==> config.mk <==
export PLATFORM = sky130hd
export DESIGN_NAME = adder_arbiter_flat
export DESIGN_NICKNAME = d
export VERILOG_FILES = /design/src/rtl/adder_arbiter_if.sv /design/src/rtl/adder_arbiter.sv /design/src/flat_wrapper.sv
export SDC_FILE = /design/constraint.sdc
export NUM_CORES = 1
export LEC_CHECK = 0
export BUFFER_PORTS_ARGS = -buffer_cell sky130_fd_sc_hd__buf_2
export CAP_MARGIN = 20
export CORE_ASPECT_RATIO = 0.8
export CORE_MARGIN = 2
export CORE_UTILIZATION = 28
export CTS_CLUSTER_SIZE = 25
export DETAILED_ROUTE_END_ITERATION = 16
export RECOVER_POWER = 25
export SETUP_SLACK_MARGIN = 0.3
export SLEW_MARGIN = 20
export SYNTH_ARGS = -nofsm -noshare
export SYNTH_HDL_FRONTEND = slang
export SYNTH_SLANG_ARGS = --single-unit
==> constraint.sdc <==
create_clock -name clk -period 2.3 [get_ports clk]
set_input_delay 0.46 -clock clk [delete_from_list [all_inputs] [get_ports clk]]
set_output_delay 0.46 -clock clk [all_outputs]
set_load 0.02 [all_outputs]
==> src/rtl/adder_arbiter_if.sv <==
// rtl/adder_arbiter_if.sv - request, adder and response signal bundle for adder_arbiter
interface adder_arbiter_if #(
    parameter int WIDTH = 4,
    parameter int NREQ  = 4,
    parameter int IDW   = 2
);
    logic [NREQ-1:0]       req_valid_i;
    logic [NREQ-1:0]       req_ready_o;
    logic [2*NREQ-1:0]     req_f_i;
    logic [WIDTH*NREQ-1:0] req_a_i;
    logic [WIDTH*NREQ-1:0] req_b_i;
    logic [1:0]            add_f_o;
    logic [WIDTH-1:0]      add_a_o;
    logic [WIDTH-1:0]      add_b_o;
    logic [WIDTH-1:0]      add_y_i;
    logic                  rsp_valid_o;
    logic                  rsp_ready_i;
    logic [IDW-1:0]        rsp_id_o;
    logic [WIDTH-1:0]      rsp_y_o;
    logic                  rsp_err_o;
    logic                  busy_o;

    modport slave (
        input  req_valid_i, req_f_i, req_a_i, req_b_i, add_y_i, rsp_ready_i,
        output req_ready_o, add_f_o, add_a_o, add_b_o,
               rsp_valid_o, rsp_id_o, rsp_y_o, rsp_err_o, busy_o
    );

    modport master (
        output req_valid_i, req_f_i, req_a_i, req_b_i, add_y_i, rsp_ready_i,
        input  req_ready_o, add_f_o, add_a_o, add_b_o,
               rsp_valid_o, rsp_id_o, rsp_y_o, rsp_err_o, busy_o
    );
endinterface

==> src/rtl/adder_arbiter.sv <==
// rtl/adder_arbiter.sv - round-robin sharing of one registered adder among NREQ requesters
// Optional illegal-function short-cut enabled by ADDER_ARB_ILLEGAL_CHECK_EN.
module adder_arbiter #(
    parameter int WIDTH = 4,
    parameter int NREQ  = 4,
    parameter int IDW   = 2
) (
    input logic            clk,
    input logic            rst,
    adder_arbiter_if.slave bus
);
    typedef enum logic [1:0] {S_IDLE, S_ISSUE, S_WAIT, S_RESP} state_t;

    state_t           state_q, state_d;
    logic [IDW-1:0]   ptr_q, ptr_d;
    logic [IDW-1:0]   id_q, id_d;
    logic [1:0]       f_q, f_d;
    logic [WIDTH-1:0] a_q, a_d;
    logic [WIDTH-1:0] b_q, b_d;
    logic [WIDTH-1:0] y_q, y_d;
    logic [NREQ-1:0]  ready;
    logic             gnt_found;
    logic [IDW-1:0]   gnt_idx;
    logic [1:0]       gnt_f;
`ifdef ADDER_ARB_ILLEGAL_CHECK_EN
    logic             err_q, err_d;
`endif

    function automatic logic [IDW-1:0] wrap_idx(input logic [IDW-1:0] base, input int off);
        int s;
        s = int'(base) + off;
        if (s >= NREQ) s = s - NREQ;
        return s[IDW-1:0];
    endfunction

    // First valid requester at or after the pointer, wrapping at NREQ.
    always_comb begin
        gnt_found = 1'b0;
        gnt_idx   = '0;
        for (int i = 0; i < NREQ; i++) begin
            if (!gnt_found && bus.req_valid_i[wrap_idx(ptr_q, i)]) begin
                gnt_found = 1'b1;
                gnt_idx   = wrap_idx(ptr_q, i);
            end
        end
    end

    assign gnt_f = bus.req_f_i[2*int'(gnt_idx) +: 2];

    always_comb begin
        state_d = state_q;
        ptr_d   = ptr_q;
        id_d    = id_q;
        f_d     = f_q;
        a_d     = a_q;
        b_d     = b_q;
        y_d     = y_q;
        ready   = '0;
`ifdef ADDER_ARB_ILLEGAL_CHECK_EN
        err_d   = err_q;
`endif
        case (state_q)
            S_IDLE: begin
                if (gnt_found) begin
                    ready   = {{(NREQ-1){1'b0}}, 1'b1} << gnt_idx;
                    id_d    = gnt_idx;
                    f_d     = gnt_f;
                    a_d     = bus.req_a_i[WIDTH*int'(gnt_idx) +: WIDTH];
                    b_d     = bus.req_b_i[WIDTH*int'(gnt_idx) +: WIDTH];
                    state_d = S_ISSUE;
`ifdef ADDER_ARB_ILLEGAL_CHECK_EN
                    err_d   = 1'b0;
                    // Unassigned code bypasses the adder; its inputs keep the last legal op.
                    if (gnt_f == 2'b11) begin
                        f_d     = f_q;
                        a_d     = a_q;
                        b_d     = b_q;
                        y_d     = '0;
                        err_d   = 1'b1;
                        state_d = S_RESP;
                    end
`endif
                end
            end
            S_ISSUE: state_d = S_WAIT;
            S_WAIT: begin
                y_d     = bus.add_y_i;
                state_d = S_RESP;
            end
            S_RESP: begin
                if (bus.rsp_ready_i) begin
                    ptr_d   = wrap_idx(id_q, 1);
                    state_d = S_IDLE;
                end
            end
            default: state_d = S_IDLE;
        endcase
    end

    always_ff @(posedge clk or negedge rst) begin
        if (!rst) begin
            state_q <= S_IDLE;
            ptr_q   <= '0;
            id_q    <= '0;
            f_q     <= '0;
            a_q     <= '0;
            b_q     <= '0;
            y_q     <= '0;
`ifdef ADDER_ARB_ILLEGAL_CHECK_EN
            err_q   <= 1'b0;
`endif
        end else begin
            state_q <= state_d;
            ptr_q   <= ptr_d;
            id_q    <= id_d;
            f_q     <= f_d;
            a_q     <= a_d;
            b_q     <= b_d;
            y_q     <= y_d;
`ifdef ADDER_ARB_ILLEGAL_CHECK_EN
            err_q   <= err_d;
`endif
        end
    end

    assign bus.req_ready_o = ready;
    assign bus.add_f_o     = f_q;
    assign bus.add_a_o     = a_q;
    assign bus.add_b_o     = b_q;
    assign bus.rsp_valid_o = (state_q == S_RESP);
    assign bus.rsp_id_o    = id_q;
    assign bus.rsp_y_o     = y_q;
    assign bus.busy_o      = (state_q != S_IDLE);
`ifdef ADDER_ARB_ILLEGAL_CHECK_EN
    assign bus.rsp_err_o   = err_q;
`else
    assign bus.rsp_err_o   = 1'b0;
`endif
endmodule
==> src/flat_wrapper.sv <==
// flat-port wrapper written by rule: the top's interface ports become plain ports
module adder_arbiter_flat 
#(
    parameter int WIDTH = 4,
    parameter int NREQ  = 4,
    parameter int IDW   = 2
)
  (clk, rst, bus_req_valid_i, bus_req_f_i, bus_req_a_i, bus_req_b_i, bus_add_y_i, bus_rsp_ready_i, bus_req_ready_o, bus_add_f_o, bus_add_a_o, bus_add_b_o, bus_rsp_valid_o, bus_rsp_id_o, bus_rsp_y_o, bus_rsp_err_o, bus_busy_o);
  adder_arbiter_if #(.WIDTH(WIDTH), .NREQ(NREQ), .IDW(IDW)) bus_i ();
  input logic clk;
  input logic rst;
  input wire logic [$bits(bus_i.req_valid_i)-1:0] bus_req_valid_i;
  input wire logic [$bits(bus_i.req_f_i)-1:0] bus_req_f_i;
  input wire logic [$bits(bus_i.req_a_i)-1:0] bus_req_a_i;
  input wire logic [$bits(bus_i.req_b_i)-1:0] bus_req_b_i;
  input wire logic [$bits(bus_i.add_y_i)-1:0] bus_add_y_i;
  input wire logic [$bits(bus_i.rsp_ready_i)-1:0] bus_rsp_ready_i;
  output wire logic [$bits(bus_i.req_ready_o)-1:0] bus_req_ready_o;
  output wire logic [$bits(bus_i.add_f_o)-1:0] bus_add_f_o;
  output wire logic [$bits(bus_i.add_a_o)-1:0] bus_add_a_o;
  output wire logic [$bits(bus_i.add_b_o)-1:0] bus_add_b_o;
  output wire logic [$bits(bus_i.rsp_valid_o)-1:0] bus_rsp_valid_o;
  output wire logic [$bits(bus_i.rsp_id_o)-1:0] bus_rsp_id_o;
  output wire logic [$bits(bus_i.rsp_y_o)-1:0] bus_rsp_y_o;
  output wire logic [$bits(bus_i.rsp_err_o)-1:0] bus_rsp_err_o;
  output wire logic [$bits(bus_i.busy_o)-1:0] bus_busy_o;
  assign bus_i.req_valid_i = bus_req_valid_i;
  assign bus_i.req_f_i = bus_req_f_i;
  assign bus_i.req_a_i = bus_req_a_i;
  assign bus_i.req_b_i = bus_req_b_i;
  assign bus_i.add_y_i = bus_add_y_i;
  assign bus_i.rsp_ready_i = bus_rsp_ready_i;
  assign bus_req_ready_o = bus_i.req_ready_o;
  assign bus_add_f_o = bus_i.add_f_o;
  assign bus_add_a_o = bus_i.add_a_o;
  assign bus_add_b_o = bus_i.add_b_o;
  assign bus_rsp_valid_o = bus_i.rsp_valid_o;
  assign bus_rsp_id_o = bus_i.rsp_id_o;
  assign bus_rsp_y_o = bus_i.rsp_y_o;
  assign bus_rsp_err_o = bus_i.rsp_err_o;
  assign bus_busy_o = bus_i.busy_o;
  adder_arbiter #(.WIDTH(WIDTH), .NREQ(NREQ), .IDW(IDW)) u_core (.clk(clk), .rst(rst), .bus(bus_i));
endmodule
After elaboration in Yosys (flattened, before gate mapping)
Index checks and enable logic that the tools add are counted.

storage, ports and cells
  bits in registers = 20
  logic and storage cells = 71

operators by class
  add/sub/neg operators = 9
  magnitude comparators = 9
  equal/unequal tests = 5
  shift operators = 4
  muxes and demuxes = 26
  reduce and logical (&&, ||, !) cells = 11

operators with widths
  operator             count
  $shiftx 16x5->4      2
  $mux 2               11
  $ge 3x3->1 const B   4
  $lt 2x3->1 const B   4
  $sub 2x1->2 const B  5
  $bmux 1 s2           4
  $mux 1               8
  $mux 4               2
  $pmux 2 s4           1
  $shiftx 8x4->2       1
  $add 2x1->3 const B  2
  $add 2x2->3 const B  2
  $reduce_and 2->1     3
  $eq 2x2->1 const B   2
  $shl 1x2->4 const A  1
  $ge 2x3->1 const B   1
  $logic_and 1x1->1    3
  $logic_not 1->1      3
  $eq 2x1->1 const B   1
  $logic_not 2->1      1
  $ne 2x1->1 const B   1
  $ne 2x2->1 const B   1
  $reduce_bool 2->1    1

Depth between registers and ports, before layout
Gate-level depths: netlist of run 1.

  word-level depth = 17
  mapped depth = 6

Worst setup path before layout of run 1
No wires, ideal clock.

  path kind = input to output
  from = input bus_req_valid_i[0]
  to = output bus_req_ready_o[3]
  data arrival time = 1.665 ns
  required time = 1.840 ns
  path slack = 0.175 ns
  cell stages on the path = 6
  path buffers = 1
  path through = a21o_1 a21oi_1 o22ai_1 or2_2 buf_2 nor2_1

between the ends
  longest elaborated chain between the ends = 15

ends and longest elaborated chain
  element                       RTL line             source
  start: declaration            flat_wrapper.sv:12   input wire logic [$bits(bus_i.req_valid_i)-1:0] bus_req_valid_i;
  $bmux 1 s2                    adder_arbiter.sv:41  if (!gnt_found && bus.req_valid_i[wrap_idx(ptr_q, i)]) begin
  $mux 1 (implied by the code)  adder_arbiter.sv:41
  $mux 1                        adder_arbiter.sv:41
  $logic_not 1->1               adder_arbiter.sv:41
  $logic_and 1x1->1             adder_arbiter.sv:41
  $mux 1                        adder_arbiter.sv:41
  $logic_not 1->1               adder_arbiter.sv:41
  $logic_and 1x1->1             adder_arbiter.sv:41
  $mux 1                        adder_arbiter.sv:41
  $logic_not 1->1               adder_arbiter.sv:41
  $logic_and 1x1->1             adder_arbiter.sv:41
  $mux 2                        adder_arbiter.sv:41
  $shl 1x2->4                   adder_arbiter.sv:65  ready = {{(NREQ-1){1'b0}}, 1'b1} << gnt_idx;
  $mux 4 (*)                    adder_arbiter.sv:64  if (gnt_found) begin
  $mux 4 (*)                    adder_arbiter.sv:62  case (state_q)
  end: declaration              flat_wrapper.sv:18   output wire logic [$bits(bus_i.req_ready_o)-1:0] bus_req_ready_o;

Mark *: on every way between the ends. The rest lies on a longest branch, timed or not. The select of a mux whose other input is x is not followed.

Worst setup path after layout of run 1
  from = register u_core.ptr_q[1]
  to = output bus_req_ready_o[2]

between the ends
  longest elaborated chain between the ends = 17

ends and longest elaborated chain
  element                                               RTL line              source
  start: declaration                                    adder_arbiter.sv:15   logic [IDW-1:0] ptr_q, ptr_d;
  start signal: assignment                              adder_arbiter.sv:114  ptr_q <= ptr_d;
  branches (longest 15 deep; another with $add 2x1->3)  n/a
  $mux 4 (*)                                            adder_arbiter.sv:64
  $mux 4 (*)                                            adder_arbiter.sv:62

Every way passes the cells marked *. The select of a mux whose other input is x is not followed.

==> flow_metrics.py, run 1 <==
metrics = {
    "routing": {
        "drtIter0Drc": 28,
        "vias": 1137,
        "antenna_left": 0,
        "totalWireLength_um": 3270,
        "avgRoutedWirePerCell_um": 13.0,
        "drc": 0,
        "viasPerCell": 4.53,
        "dr.pass1.iters": 4,
    },
    "placed_design": {
        "numPortBuffers": 72,
        "placedCellCount": 240,
        "dp_slack_ps": 143,
        "dp_hpwl_um": 2520,
        "globalplace.congestion": 0.701,
    },
    "timing": {
        "min_period_over_period_pct": 87.7,
        "finalSetupTns_ps": 0,
        "report.final.slew_viol_count": 0,
        "fmax_mhz": 496,
        "fin_worst_skew_ps": 2.85,
        "post-route-min-period_ps": 2020,
        "setup_viol": 0,
        "rsz0062_at_grt": "yes",
        "hold_viol_final": 0,
        "fin_ws_ps": 282,
        "tightest_slew_ps": 1110,
        "slew_headroom_pct": 26.3,
    },
    "synthesis": {
        "ys.warnings.count": 0,
        "synth_top_family_by_area": "multiplexers",
        "syn-mean-instance-area_um2": 11.3,
        "ys_ff_latch": 20,
        "syn-instance-count": 110,
        "ys_async_sr_fraction_pct": 100,
        "synth_edf_count": 0,
        "synth_compound_area_share_pct": 19.5,
        "synthXorXnorAreaFrac_pct": 0.707,
        "yosys.area_share.simple_pct": 10.7,
        "yosysUniqueCellTypes": 31,
        "synthMuxAreaShare_pct": 19.8,
        "synth_ff_type": "dfrtp_1",
        "syn_nets": 164,
        "synthAdderAreaFrac_pct": 3.03,
        "netlist.area_leader.share_pct": 40.4,
        "yosys-top-cells-area": "dfrtp_1, mux2i_1, o221ai_2",
        "synth_common_cells": "dfrtp_1, mux2i_1, nand2_1, o221ai_2, inv_1",
        "netlist_area_um2": 1240,
        "ys_seq_area_share_pct": 40.4,
        "yosys.area.top_type": "dfrtp_1",
    },
    "floorplanning": {
        "die_area_um2": 4980,
        "initial_utilization_pct": 29.3,
        "rows": 21,
        "coreArea_um2": 4230,
        "dieWidth_um": 78.4,
        "io_pins": 74,
        "die_y_um": 63.5,
    },
    "cts": {
        "numCtsBuffers": 3,
        "cts_sinks": 20,
        "cts_buffer_depth": 2,
        "root_buffer": "clkbuf_8",
        "clock_latency_ps": 260,
        "ctsHtreeMaxLevel": 1,
        "tritoncts": "built",
        "clk_pin_slew_ps": 80,
        "cts_hold_buf": 0,
    },
    "grt": {
        "grt_max_degree": 21,
        "grt_pass1_vias": 1134,
        "track_usage_pct": 13.5,
        "overflow": 0,
        "grt_pass1_wl_um": 5400,
        "antenna_found_initial": 0,
    },
    "pwr": {
        "pwr_density_cell_nw_per_um2": 1330,
        "peakVddDrop_uv": 643,
        "leakagePower_nw": 0.948,
    },
    "worst_setup_path": {
        "worst_path_max_delay_cell": "dfrtp_1",
        "critPathKind": "flip-flop to output port",
        "worstPathArrival_ps": 1560,
        "worstPathMaxFanout": 3,
        "endpoint_kind": "output port",
        "cp_cell_sequence": "a21o_1, a21oi_2, o22ai_2, or2_4, nor2b_1, buf_4",
        "required_ps": 1840,
        "crit_path_start_kind": "flip-flop",
        "cp_slowest_stage_delay_ps": 390,
    },
    "finish": {
        "layout.nets": 249,
        "utilization_pct": 43.6,
        "drive_above_1_share_pct": 59.8,
        "syn2layout_area_growth_pct": 49.0,
        "n_antenna_cell": 0,
        "final_cells": 251,
    },
    "hold_path": {
        "holdCritPathClass": "primary input to asynchronous set/reset pin",
    },
    "status": {
        "status": "finished, final reports clean",
    },
    "job": {
        "maxCapViolCount": 0,
    },
}
## flip-flops by register name, summed over array words and instances (netlist names)
signal and cells:
u_core.bus.add_b_o 4, u_core.bus.rsp_y_o 4, u_core.ptr_q 2, u_core.bus.add_a_o 4, u_core.bus.add_f_o 2, u_core.bus.rsp_id_o 2
u_core.state_q 2
## routing by layer
layer	track usage (%)	wire length, um	vias up
met5	0	0	-
met4	0.658	0	0
met2	19.8	1350	56
li1	-	-	567
met3	5.30	287	0
met1	19.7	1630	514
## layout make-up
class                      instances  area, um^2
inverter                           5        18.8
fill                             430        2380
multi-input combinational         79         724
clock buffer                       4        55.1
timing repair buffer              86         475
sequential                        20         500
tap                               57        71.3
## path summary, 6_finish.rpt
kind	from	cells after the start	to	slack (ps)
worst max-delay path	u_core.ptr_q[1]$_DFFE_PN0P_	6	bus_req_ready_o[2]	280
worst min-delay path	rst	1	u_core.bus.add_f_o[0]$_DFFE_PN0P_	380
worst max register to register	u_core.ptr_q[1]$_DFFE_PN0P_	7	u_core.bus.add_a_o[1]$_DFFE_PN0P_	530
worst min register to register	u_core.bus.add_b_o[3]$_DFFE_PN0P_	2	u_core.bus.add_b_o[3]$_DFFE_PN0P_	490
max in group asynchronous	rst	1	u_core.ptr_q[1]$_DFFE_PN0P_	1250
min in group clk	bus_add_y_i[0]	2	u_core.bus.rsp_y_o[0]$_DFFE_PN0P_	430
## critical path: cells and delay by family, from the launching register on
kind                   cells  cell delay (ps)
and+or+nand+nor            2              370
buffers and inverters      1              150
DFF                        1              390
AOI/OAI and AO/OA          3              400
## cells by family (layout without fill, tap and decap cells)
group                    count (synthesis)  count (layout)
AND/OR/NAND/NOR                         27              27
multiplexers                            24              24
AO/OA/AOI/OAI                           23              23
buffers and inverters                   11              95
adder cells (fa/ha/maj)                  3               3
XOR/XNOR                                 1               1
other                                    1               1
flip-flops                              20              20
## cells in the final DEF (no fill, tap or decap)
cell      Yosys  final
o221ai_1      1      1
nand2_1      14     14
or2_4         0      1
mux2i_1      20     20
a21oi_2       0      1
ha_1          3      2
a21o_1        1      1
inv_2         0      2
buf_2         1     68
nor4_4        0      1
a21oi_1       4      3
clkbuf_1      1      1
nor2b_1       4      3
buf_4         1     16
nand2b_4      0      1
o32a_1        1      1
nand2b_1      2      1
o221a_1       1      1
ha_4          0      1
xnor2_1       1      1
inv_1         5      3
nor2_1        3      1
o22ai_2       0      1
a31oi_1       2      2
dfrtp_1      20     20
nor3_2        1      1
o22ai_4       1      1
nor2_2        0      2
buf_6         1      1
mux2_2        4      4
o21ai_0       2      2
clkbuf_8      0      4
o221ai_2      9      9
conb_1        1      1
nor2b_2       1      2
## timing repair
item | 4_1_cts | 5_1_grt
endpoints found under the hold margin | 0 | 0
resized for setup | 10 | 6
cloned | 0 | 0
pin swaps | 5 | 3
buffers inserted | 3 | 4
endpoints found under the setup margin | 4 | 4
## through the flow
stage                     total power [mW]  hold slack (ps)  instance area, um^2
after floorplan                       1.65              164                 1240
after global placement                2.03              435                 1680
after detailed placement              2.05              445                 1680
after CTS                             2.42              159                 1800
after global routing                  2.65              417                 1850
final                                 2.46              383                 1850
## where the power goes
group          internal (mW)  leakage (nW)  switching, mW
clock network          0.152        0.0288          0.119
logic                  0.710         0.679          0.831
registers              0.532         0.240          0.111
total                   1.39         0.948           1.06
No activity file was read; power rests on OpenSTA's default activity.
==> run 2, diff against run 1 <==
--- a/config.mk
+++ b/config.mk
@@ -5,11 +5,13 @@
 export SDC_FILE = /design/constraint.sdc
 export NUM_CORES = 1
 export LEC_CHECK = 0
+export ABC_AREA = 1
 export BUFFER_PORTS_ARGS = -buffer_cell sky130_fd_sc_hd__buf_2
 export CAP_MARGIN = 20
 export CORE_ASPECT_RATIO = 0.8
 export CORE_MARGIN = 2
 export CORE_UTILIZATION = 28
+export CTS_BUF_LIST = sky130_fd_sc_hd__clkbuf_4
 export CTS_CLUSTER_SIZE = 25
 export DETAILED_ROUTE_END_ITERATION = 16
 export RECOVER_POWER = 25
==> run 2 against run 1 <==
Effect of this change: the run now ends with setup timing left; worst setup slack worse by 420 ps; register-to-register slack worse by 320 ps; non-clock buffer count is 8 higher; first-iteration DRC count grew to 2.6 times the previous value; worst hold slack worse by 46 ps; sequential power is 3% higher; routed wire length is 53% higher; clock power is 38% lower; critical path type unchanged; largest power group unchanged.
==> flow_metrics.py, run 2 <==
metrics = {
    "floorplanning": {
        "die_area_um2": 6360,
        "die_y_um": 71.8,
        "initial_utilization_pct": 29.2,
        "io_pins": 74,
        "dieWidth_um": 88.7,
        "coreArea_um2": 5500,
        "rows": 24,
    },
    "grt": {
        "overflow": 0,
        "grt_pass1_vias": 1718,
        "grt_pass1_wl_um": 7530,
        "antenna_found_initial": 0,
        "track_usage_pct": 14.8,
        "grt_max_degree": 24,
    },
    "timing": {
        "whs_ps": 338,
        "setup_viol": 4,
        "fmax_mhz": 411,
        "hold_viol_final": 0,
        "rsz0062_at_grt": "yes",
        "fin_worst_skew_ps": 2.27,
        "min_period_over_period_pct": 106,
        "tightest_slew_ps": 1110,
        "report.final.slew_viol_count": 0,
        "finalSetupTns_ps": -447,
        "post-route-min-period_ps": 2440,
        "fin_ws_ps": -135,
        "slew_headroom_pct": 26.1,
    },
    "finish": {
        "drive_above_1_share_pct": 45.7,
        "n_antenna_cell": 0,
        "layout.nets": 402,
        "syn2layout_area_growth_pct": 54.8,
        "layout_common_cells": "nand2_1, buf_2, inv_1",
        "seqCellArea_um2": 503,
        "layout_commonest_cell": "nand2_1",
        "final.fill_count": 560,
        "multi_input_area_um2": 1040,
    },
    "cts": {
        "cts_sinks": 20,
        "cts_hold_buf": 0,
        "cts_buffer_depth": 2,
        "clock_latency_ps": 290,
        "clk_pin_slew_ps": 110,
        "tritoncts": "built",
        "root_buffer": "clkbuf_4",
        "numCtsBuffers": 3,
        "ctsHtreeMaxLevel": 1,
    },
    "synthesis": {
        "yosys-top-cells-area": "dfrtp_1, nand2_1, nand3_1",
        "synth_common_cells": "nand2_1, inv_1, nand3_1, dfrtp_1, nor2_1",
        "synth_edf_count": 0,
        "ys_seq_area_share_pct": 31.2,
        "syn-mean-instance-area_um2": 6.25,
        "synth_ff_type": "dfrtp_1",
        "syn_nets": 311,
        "ys.warnings.count": 0,
        "synth.most_common_cell": "nand2_1",
        "netlist_area_um2": 1610,
        "ys_ff_latch": 20,
        "yosys.area.top_type": "dfrtp_1",
        "yosysUniqueCellTypes": 23,
        "ys_async_sr_fraction_pct": 100,
        "syn-instance-count": 257,
        "netlist.area_leader.share_pct": 31.2,
    },
    "routing": {
        "viasPerCell": 4.39,
        "avgRoutedWirePerCell_um": 11.8,
        "antenna_left": 0,
        "drtIter0Drc": 72,
        "vias": 1861,
        "totalWireLength_um": 5010,
        "dr.pass1.iters": 4,
        "drc": 0,
    },
    "pwr": {
        "pwr_density_cell_nw_per_um2": 1750,
        "swShare_pct": 51.4,
        "netSwitchingPower_mw": 2.23,
        "internal-power_mw": 2.11,
        "clkPwrFrac_pct": 3.8,
        "leakagePower_nw": 1.44,
        "power_frac_seq_pct": 15.2,
        "power.total_mw": 4.35,
        "comb_power_share_pct": 81.0,
        "peakVddDrop_uv": 829,
    },
    "worst_setup_path": {
        "worstPathArrival_ps": 1980,
        "crit_path_start_kind": "flip-flop",
        "required_ps": 1840,
        "path_common_cell": "nand2_2",
        "cp_slowest_stage_delay_ps": 480,
        "worstPathMaxFanout": 7,
        "endpoint_kind": "output port",
        "cp_cell_sequence": "buf_6, nand2_2, nand2_2, nand2_2, nand2_2, nor2_4, nand3_2, nand3_4, inv_4, nor2_4, inv_2, nor2_4, buf_6",
        "critPathKind": "flip-flop to output port",
        "worst_path_max_delay_cell": "dfrtp_2",
    },
    "placed_design": {
        "numPortBuffers": 72,
        "dp_slack_ps": 44.8,
        "globalplace.congestion": 0.790,
        "dp_hpwl_um": 3530,
    },
    "status": {
        "failed_checks": "setup timing",
        "status": "finished, violations left",
    },
    "hold_path": {
        "holdCritPathClass": "primary input to asynchronous set/reset pin",
    },
    "job": {
        "maxCapViolCount": 0,
    },
}
==> run 2: cell count changes after synthesis, sizes merged, moves of 2 or more <==
cell / before / now
nand2: 14 / 95
a21oi: 4 / 2
nand3: 0 / 47
nor2b: 5 / 0
nor2: 3 / 13
inv: 5 / 53
o211ai: 0 / 2
clkbuf: 2 / 0
a31oi: 2 / 0
nand2b: 2 / 0
buf: 4 / 8
mux2i: 20 / 0
o221ai: 10 / 0
==> run 2: through the flow <==
step	util, %	area, um^2	instances
6_report	45.2	2490	424
5_1_grt	45.2	2490	424
3_5_place_dp	38.9	2140	408
3_3_place_gp	38.9	2140	408
4_1_cts	41.3	2270	416
2_1_floorplan	-	1670	257
==> run 2: area by class of cell <==
class / instances / share of cell area [%]
timing repair buffer: 94 / 24.8
inverter: 53 / 8.20
tap: 78 / 3.93
sequential: 20 / 20.2
clock buffer: 3 / 0.906
multi-input combinational: 176 / 42.0
==> run 2: power by group through the flow <==
stage | sequential, mW | combinational (mW) | clock [mW]
final | 0.661 | 3.52 | 0.167
after global routing | 0.689 | 3.85 | 0.189
after CTS | 0.665 | 2.94 | 0.175
after detailed placement | 0.667 | 2.69 | 0
after global placement | 0.664 | 2.68 | 0
after floorplan | 0.814 | 1.83 | 0
==> run 2: routing by layer <==
| metal | share of wire [%] | vias to the layer above | GRT usage [%] |
|---|---|---|---|
| li1 | - | 954 | - |
| met5 | 0 | - | 0 |
| met1 | 45 | 839 | 20.2 |
| met2 | 46 | 61 | 24.0 |
| met3 | 7.4 | 7 | 3.00 |
| met4 | 1.2 | 0 | 3.54 |
==> run 2: cells by family (layout without fill, tap and decap cells) <==
family | count (synthesis) | after routing | share of synthesized area (%)
adder cells (fa/ha/maj) | 3 | 3 | 2.34
buffers and inverters | 61 | 150 | 16.1
XOR/XNOR | 1 | 1 | 0.545
flip-flops | 20 | 20 | 31.2
multiplexers | 4 | 4 | 2.80
AO/OA/AOI/OAI | 8 | 8 | 3.04
other | 1 | 1 | 0.233
AND/OR/NAND/NOR | 159 | 159 | 43.8
==> run 2: what timing repair did <==
item,4_1_cts,5_1_grt
pin swaps,6,18
buffers inserted,5,6
gates resized for setup,22,37
endpoints found under the setup margin,7,16
gates cloned,0,2
==> run 2: final timing paths <==
path | start | end | cells past startpoint | slack [ps]
min in group clk | bus_add_y_i[1] | u_core.bus.rsp_y_o[1]$_DFFE_PN0P_ | 2 | 390
setup reg to reg | u_core.ptr_q[0]$_DFFE_PN0P_ | u_core.bus.add_b_o[1]$_DFFE_PN0P_ | 16 | 210
max in group asynchronous | rst | u_core.ptr_q[0]$_DFFE_PN0P_ | 1 | 1220
hold / removal | rst | u_core.bus.add_b_o[3]$_DFFE_PN0P_ | 1 | 340
hold reg to reg | u_core.bus.add_f_o[1]$_DFFE_PN0P_ | u_core.bus.add_f_o[1]$_DFFE_PN0P_ | 2 | 490
setup / recovery | u_core.ptr_q[0]$_DFFE_PN0P_ | bus_req_ready_o[3] | 13 | -140
==> run 2: worst max-delay path, delay by kind of cell (launching register included) <==
family | cells | cell delay, ps
AND/OR/NAND/NOR | 9 | 830
buffers and inverters | 4 | 380
flip-flops | 1 | 480
==> run 3, diff against run 2 <==
==> constraint.sdc (replaced) <==
create_clock -name clk -period 2.4 [get_ports clk]
set_input_delay 0.48 -clock clk [delete_from_list [all_inputs] [get_ports clk]]
set_output_delay 0.48 -clock clk [all_outputs]
set_load 0.02 [all_outputs]
==> run 3 against run 2 <==
Effect of this change: the run still ends with setup timing left; sequential share of layout area grew 0.94 points; clock power about the same; worst hold slack gained 35 ps; die area unchanged; register-to-register slack improved by 230 ps; combinational power is 16% lower; routed wire length down 1.8%; clock skew about the same; cell count fell by 0.71%; core utilization fell by 2.0 points; sequential cell count is the same; count of clock-buffer cells in the layout did not move; largest power group unchanged.
==> flow_metrics.py, run 3 (synthesized netlist as in run 2, its figures left out) <==
metrics = {
    "timing": {
        "fmax_mhz": 414,
        "hold_viol_final": 0,
        "setup_viol": 3,
        "min_period_over_period_pct": 101,
        "post-route-min-period_ps": 2420,
        "fin_worst_skew_ps": 2.39,
        "tightest_slew_ps": 1150,
        "finalSetupTns_ps": -22.4,
        "whs_ps": 372,
        "slew_headroom_pct": 23.2,
        "fin_ws_ps": -17.4,
        "report.final.slew_viol_count": 0,
        "rsz0062_at_grt": "yes",
    },
    "worst_setup_path": {
        "worstPathMaxFanout": 4,
        "endpoint_kind": "output port",
        "required_ps": 1920,
        "startpoint": "u_core.ptr_q[0]$_DFFE_PN0P_",
        "crit_path_start_kind": "flip-flop",
        "rr_startpoint": "u_core.ptr_q[0]$_DFFE_PN0P_",
        "worstPathArrival_ps": 1940,
        "ff2ff_setup_slack_ps": 440,
        "critPathKind": "flip-flop to output port",
    },
    "routing": {
        "viasPerCell": 4.28,
        "drc": 0,
        "totalWireLength_um": 4920,
        "antenna_left": 0,
        "vias": 1803,
        "drtIter0Drc": 105,
        "avgRoutedWirePerCell_um": 11.7,
        "dr.pass1.iters": 4,
    },
    "placed_design": {
        "dp_hpwl_um": 3500,
        "globalplace.congestion": 0.825,
        "dp_slack_ps": 109,
        "numPortBuffers": 72,
    },
    "grt": {
        "grt_max_degree": 21,
        "grt_pass1_wl_um": 7470,
        "grt_pass1_vias": 1657,
        "track_usage_pct": 14.7,
        "overflow": 0,
        "antenna_found_initial": 0,
    },
    "finish": {
        "utilization_pct": 43.2,
        "layout.nets": 399,
        "seqCellArea_um2": 503,
        "drive_above_1_share_pct": 42.9,
        "layout_commonest_cell": "nand2_1",
        "multi_input_area_um2": 1000,
        "final.fill_count": 585,
        "syn2layout_area_growth_pct": 47.9,
        "n_antenna_cell": 0,
        "layout_common_cells": "nand2_1, buf_2, inv_1",
    },
    "cts": {
        "cts_hold_buf": 0,
        "clk_pin_slew_ps": 120,
        "root_buffer": "clkbuf_4",
        "cts_sinks": 20,
        "numCtsBuffers": 3,
        "cts_buffer_depth": 2,
        "clock_latency_ps": 300,
        "ctsHtreeMaxLevel": 1,
        "tritoncts": "built",
    },
    "pwr": {
        "pwr_density_cell_nw_per_um2": 1580,
        "peakVddDrop_uv": 768,
        "leakagePower_nw": 1.40,
    },
    "status": {
        "failed_checks": "setup timing",
        "status": "finished, violations left",
    },
    "job": {
        "maxCapViolCount": 0,
    },
    "floorplanning": {
        "io_pins": 74,
        "rows": 24,
        "coreArea_um2": 5500,
        "initial_utilization_pct": 29.2,
        "dieWidth_um": 88.7,
        "die_y_um": 71.8,
        "die_area_um2": 6360,
    },
    "hold_path": {
        "holdCritPathClass": "primary input to asynchronous set/reset pin",
    },
}
## run 3: cell count changes in the layout (fill, tap and decap cells not counted), moves of 2 or more
| cell | before | now |
|---|---|---|
| nand3_2 | 10 | 5 |
| nand3_1 | 34 | 40 |
| or2_4 | 2 | 0 |
| clkbuf_16 | 2 | 0 |
| or2_2 | 0 | 2 |
| nand2_2 | 21 | 17 |
| nand2_4 | 1 | 6 |
## run 3: repair_timing
action	CTS	global route
setup endpoints to repair	8	14
setup buffers	8	2
pin swaps	12	9
resized for setup	33	30
## run 3: cell type report
type / instances / area share, %
multi-input cells: 176 / 42.3
repair buffers: 91 / 22.8
flip-flops and latches: 20 / 21.2
inverters: 53 / 8.69
well taps: 78 / 4.11
clock buffers: 3 / 0.948
## run 3: report_power, final
group	internal (mW)	total (mW)	switching (mW)
sequential	0.515	0.643	0.128
clock	0.0585	0.165	0.107
combinational	1.16	2.94	1.78
## run 3: per-layer routing
metal,vias up,global-route usage (%),share of wire (%)
met5,-,0,0
met4,0,3.70,1.2
met3,6,3.80,8.3
met2,71,21.5,45
met1,774,21.4,46
li1,952,-,-
## run 3: path summary, 6_finish.rpt
kind,endpoint,cells after the start
max,bus_req_ready_o[3],13
min,u_core.bus.rsp_y_o[3]$_DFFE_PN0P_,1
max reg2reg,u_core.bus.add_b_o[2]$_DFFE_PN0P_,15
min reg2reg,u_core.bus.add_a_o[2]$_DFFE_PN0P_,2
max in group asynchronous,u_core.ptr_q[1]$_DFFE_PN0P_,1
min in group clk,u_core.bus.rsp_y_o[2]$_DFFE_PN0P_,2
## run 3: critical path, stage by stage (launching register included)
cell     delay, ps
dfrtp_2        470
buf_6          150
nand2_4         70
nand2_4         70
nand2_4         70
nand2_2         60
nor2_4         150
nand3_2         90
nand3_2        100
inv_2           60
nor2_4          90
inv_2           60
nor2_4          80
buf_6          120
## run 3: through the flow
stage | total power, mW | instances | area, um^2
4_1_cts | 3.53 | 419 | 2260
3_3_place_gp | 3.01 | 408 | 2080
2_1_floorplan | 2.41 | 257 | 1620
3_5_place_dp | 3.02 | 408 | 2080
6_report | 3.75 | 421 | 2380
5_1_grt | 4.09 | 421 | 2380
